### config.mk
export PLATFORM = sky130hd
export DESIGN_NAME = uart_tx_arbiter
export DESIGN_NICKNAME = d
export VERILOG_FILES = /design/src/rtl/uart_tx_arbiter.sv
export SDC_FILE = /design/constraint.sdc
export NUM_CORES = 1
export LEC_CHECK = 0
export CAP_MARGIN = 20
export CORE_MARGIN = 3
export CORE_UTILIZATION = 50
export CTS_CLUSTER_SIZE = 16
export DETAILED_ROUTE_END_ITERATION = 8
export PLACE_DENSITY = 0.87
export SETUP_SLACK_MARGIN = 0.05
export SLEW_MARGIN = 15
export SYNTH_ARGS = -nofsm -noshare
export SYNTH_HDL_FRONTEND = slang
export SYNTH_SLANG_ARGS = --single-unit
export TNS_END_PERCENT = 100
### constraint.sdc
create_clock -name clk -period 3.2 [get_ports clk]
set_clock_uncertainty 0.15 [all_clocks]
set_input_delay 0.64 -clock clk [delete_from_list [all_inputs] [get_ports clk]]
set_output_delay 0.64 -clock clk [all_outputs]
set_load 0.05 [all_outputs]
### src/rtl/uart_tx_arbiter.sv
// Round-robin arbiter sharing one uarttx transmitter between NUM_REQ clients.
// Holds send until a synchronised donetx rise, or until the watchdog aborts the transfer.
module uart_tx_arbiter #(
  parameter int unsigned NUM_REQ     = 4,
  parameter int unsigned DATA_W      = 8,
  parameter int unsigned TIMEOUT_CYC = 2048
) (
  input  logic                        clk,
  input  logic                        rst,
  input  logic [NUM_REQ-1:0]          req,
  input  logic [NUM_REQ*DATA_W-1:0]   req_data,
  output logic [NUM_REQ-1:0]          ack,
  output logic                        timeout_err,
  output logic                        busy,
  output logic [$clog2(NUM_REQ)-1:0]  grant_id,
  output logic                        uart_send,
  output logic [DATA_W-1:0]           uart_dintx,
  input  logic                        uart_donetx
);

  localparam int unsigned ID_W  = $clog2(NUM_REQ);
  localparam int unsigned TMR_W = $clog2(TIMEOUT_CYC + 1);

  typedef enum logic [1:0] {
    IDLE    = 2'd0,
    SEND    = 2'd1,
    RELEASE = 2'd2
  } state_t;

  state_t              state_q, state_n;
  logic                s1, s2, s3;
  logic                done_rise;
  logic [ID_W-1:0]     ptr_q, ptr_n;
  logic [TMR_W-1:0]    timer_q, timer_n;
  logic [ID_W-1:0]     grant_n;
  logic [ID_W-1:0]     next_ptr;
  logic [DATA_W-1:0]   data_n;
  logic                send_n;
  logic [NUM_REQ-1:0]  ack_n;
  logic                tmo_n;
  logic                busy_n;
  logic                win_found;
  logic [ID_W-1:0]     win_id;
  int unsigned         idx;
  logic [DATA_W-1:0]   req_bytes [NUM_REQ];

  for (genvar g = 0; g < NUM_REQ; g++) begin : g_unpack
    assign req_bytes[g] = req_data[g*DATA_W +: DATA_W];
  end

  // donetx crosses from the uclk domain: two-flop sync plus an edge-detect flop
  always_ff @(posedge clk or negedge rst) begin
    if (!rst) begin
      s1 <= 1'b0;
      s2 <= 1'b0;
      s3 <= 1'b0;
    end else begin
      s1 <= uart_donetx;
      s2 <= s1;
      s3 <= s2;
    end
  end

  assign done_rise = s2 & ~s3;

  // First pending request at or after the round-robin pointer
  always_comb begin
    win_found = 1'b0;
    win_id    = '0;
    idx       = 0;
    for (int unsigned i = 0; i < NUM_REQ; i++) begin
      idx = int'(ptr_q) + i;
      if (idx >= NUM_REQ) idx = idx - NUM_REQ;
      if (!win_found && req[ID_W'(idx)]) begin
        win_found = 1'b1;
        win_id    = ID_W'(idx);
      end
    end
  end

  assign next_ptr = (grant_id == ID_W'(NUM_REQ - 1)) ? '0 : grant_id + ID_W'(1);

  always_comb begin
    state_n = state_q;
    send_n  = 1'b0;
    ack_n   = '0;
    tmo_n   = 1'b0;
    grant_n = grant_id;
    data_n  = uart_dintx;
    ptr_n   = ptr_q;
    timer_n = timer_q;
    case (state_q)
      IDLE: begin
        if (win_found) begin
          grant_n = win_id;
          data_n  = req_bytes[win_id];
          send_n  = 1'b1;
          timer_n = '0;
          state_n = SEND;
        end
      end
      SEND: begin
        send_n  = 1'b1;
        timer_n = timer_q + TMR_W'(1);
        // A done arriving on the watchdog's last cycle wins over the abort
        if (done_rise) begin
          send_n          = 1'b0;
          ack_n[grant_id] = 1'b1;
          ptr_n           = next_ptr;
          state_n         = RELEASE;
        end else if (timer_q == TMR_W'(TIMEOUT_CYC - 1)) begin
          send_n          = 1'b0;
          ack_n[grant_id] = 1'b1;
          tmo_n           = 1'b1;
          ptr_n           = next_ptr;
          state_n         = RELEASE;
        end
      end
      RELEASE: begin
        if (!s2) state_n = IDLE;
      end
      default: state_n = IDLE;
    endcase
    busy_n = (state_n != IDLE);
  end

  always_ff @(posedge clk or negedge rst) begin
    if (!rst) state_q <= IDLE;
    else      state_q <= state_n;
  end

  always_ff @(posedge clk or negedge rst) begin
    if (!rst) begin
      ptr_q       <= '0;
      timer_q     <= '0;
      grant_id    <= '0;
      uart_dintx  <= '0;
      uart_send   <= 1'b0;
      ack         <= '0;
      timeout_err <= 1'b0;
      busy        <= 1'b0;
    end else begin
      ptr_q       <= ptr_n;
      timer_q     <= timer_n;
      grant_id    <= grant_n;
      uart_dintx  <= data_n;
      uart_send   <= send_n;
      ack         <= ack_n;
      timeout_err <= tmo_n;
      busy        <= busy_n;
    end
  end

endmodule

==> impl_metrics.yaml <==
logic_synthesis:
  yosysWarnings: 0
  synth_top_cell_by_area: "dfrtp_1"
  syn_avg_cell_area_um2: 10.6
  synth_cell_types: 39
  synth_area_um2: 1820
  syn_nets: 215
  synth_top_area_share_pct: 49.6
  synth.area.top_cells: "dfrtp_1, mux2i_1, o221ai_1, o21ai_0, nand2_1"
  yosysSeqAreaShare_pct: 49.6
  yosys_register_bits: 36
  syn_inst: 171
cts:
  cts_tree: "done"
  clk_latency_ns: 0.34
  cts_setup_buffers: 0
  clk_path_buf_depth: 2
  clkSinkCount: 36
  ctsHoldBuffers: 0
  cts-htree-levels: 2
  cts_resized: 0
  cts_root_buf: "clkbuf_4"
  clkTransAtPathRegs_ns: 0.11
  cts_buffers: 5
pwr:
  p_leak_nw: 1.10
  pwr_density_cell_nw_per_um2: 798
  vdd_drop_max_uv: 465
worst_setup_path:
  critical_path.cell_chain: "clkdlybuf4s50_1"
  crit_type: "reg -> out"
  critPathRequiredTime_ns: 2.41
  rrSetupSlack_ns: 1.05
  cp_slowest_cell: "clkdlybuf4s50_1"
  cpPeakStageDelay_ns: 0.84
  cp_data_arrival_time_ns: 1.65
  path_max_fanout: 6
  crit_buf_inv: 1
  endpoint_kind: "output port"
  critical_path.startpoint_type: "flip-flop"
  cp_top_family: "buffers and inverters"
job:
  timing.max_cap.violations: 0
floorplan:
  core-area_um2: 3420
  start_util_pct: 53.2
  boundaryPins: 56
  die_area_um2: 4390
  die_y_um: 66.3
  die-width_um: 66.3
  rows: 21
final_layout:
  final_common_cell: "clkdlybuf4s50_1"
  finish.net_count: 273
  layout_common_cells: "clkdlybuf4s50_1, dfrtp_1, nand2_1, mux2i_1, o21ai_0"
  area.growth.synth_to_final_pct: 37.1
  drive_above_1_share_pct: 8.26
  diodes: 0
timing:
  fmax_mhz: 409
  rsz0062_at_grt: "no"
  finalCriticalPeriod_ns: 2.44
  hold_ws_ns: 0.206
  hold_viol: 0
  max_slew_margin_pct: 48.7
  worst_pin_slew_ns: 0.767
  drv_slew: 0
  finalCritPeriodShare_pct: 76.4
  setup_viol: 0
  setup-tns-final_ns: 0
  layout_setup_ws_ns: 0.755
place:
  gp_congestion: 0.803
  place_hpwl_um: 2930
  pre_cts_ws_ns: 0.441
  portBuffers: 55
route:
  routed_via_density: 5.59
  wirelength_um: 3950
  vias: 1544
  drc: 0
  ant_nets: 0
  wl_per_cell_um: 14.3
  drt_iter0_markers: 212
  firstDrtPassIters: 4
grt:
  gr-total-overflow: 0
  grt_max_degree: 37
  grt_pass1_vias: 1489
  track_usage_pct: 20.1
  antenna_found_initial: 0
  grt_pass1_wl_um: 6830
min_path:
  hp-class: "reg -> reg"
run_status:
  outcome: "finished clean"
-- sequential cells by signal, indices dropped and copies added, names as in the netlist --
register / flops
uart_dintx: 8
state_q: 2
s3: 1
busy: 1
timeout_err: 1
ptr_q: 2
uart_send: 1
ack: 4
s2: 1
timer_q: 12
s1: 1
grant_id: 2
-- cell usage after synthesis --
cell      instances
a21boi_0          1
or3_1             1
mux2_2            2
nand2_1          18
clkbuf_1          4
or3b_1            1
nor2_1            6
a311oi_1          1
buf_2             1
ha_1              5
a31oi_1           3
nand2b_1          3
and2_1            5
xor2_1            2
nor4_1            2
and3_1            3
o31ai_1           3
nand3_1           4
dfrtp_1          36
or3_4             1
a21oi_2           1
o21ai_1           1
a21oi_1           1
buf_4             1
a41oi_1           1
o211ai_1          1
inv_1             5
buf_6             2
nor2b_1           2
and4b_1           1
o21ai_0          15
mux2i_1          18
and4_1            1
nand4_1           5
nor3_1            1
a21o_1            1
a31o_2            2
o21bai_1          1
o221ai_1          9
-- path summary, 6_finish.rpt --
path,startpoint,end,depth (start not counted)
max,grant_id[0]$_DFFE_PN0P_,grant_id[0],1
min reg2reg,s1$_DFF_PN0_,s2$_DFF_PN0_,0
min,s1$_DFF_PN0_,s2$_DFF_PN0_,0
min in group asynchronous,rst,uart_dintx[4]$_DFFE_PN0P_,2
max reg2reg,timer_q[0]$_DFFE_PN0P_,ptr_q[1]$_DFFE_PN0P_,5
max in group asynchronous,rst,timer_q[11]$_DFFE_PN0P_,2
-- metal layers --
| metal | share of wire [%] | vias up | wire, um | global-route usage (%) |
|---|---|---|---|---|
| met5 | 0 | - | 0 | 0 |
| met4 | 0.20 | 0 | 8 | 3.81 |
| met3 | 9.7 | 2 | 383 | 8.67 |
| met2 | 51 | 63 | 2000 | 32.2 |
| met1 | 39 | 728 | 1560 | 25.4 |
| li1 | - | 751 | - | - |
-- through the flow --
step / cell area, um^2 / utilization (%) / std cells / power, W
6_report: 2490 / 72.9 / 276 / 0.00199
5_1_grt: 2490 / 72.9 / 276 / 0.00212
4_1_cts: 2490 / 72.9 / 276 / 0.00200
3_5_place_dp: 2410 / 70.6 / 268 / 0.00169
3_3_place_gp: 2410 / 70.6 / 268 / 0.00166
2_1_floorplan: 1820 / - / 171 / 0.00136
-- area by class of cell --
class	instances	area, um^2
clock buffers	5	37.5
clock inverters	3	42.5
repair buffers	59	581
fillers	257	925
flip-flops and latches	36	901
multi-input cells	122	853
inverters	5	18.8
well taps	46	57.6
-- where the power goes --
part,switching [W],total [W],internal [W]
registers,0.000108,0.000682,0.000574
logic,0.000605,0.000993,0.000388
clock network,0.000151,0.000314,0.000163
total,0.000865,0.00199,0.00112
-- kinds of logic after synthesis --
| family | count (synthesis) | synth area share, % |
|---|---|---|
| and+or+nand+nor | 54 | 15.7 |
| adders and majority gates | 5 | 3.44 |
| xor gates and xnor gates | 2 | 0.964 |
| muxes | 20 | 11.2 |
| AOI/OAI and AO/OA | 41 | 15.4 |
| DFF | 36 | 49.6 |
| buffers and inverters | 13 | 3.79 |
No activity file was read; power rests on OpenSTA's default activity.
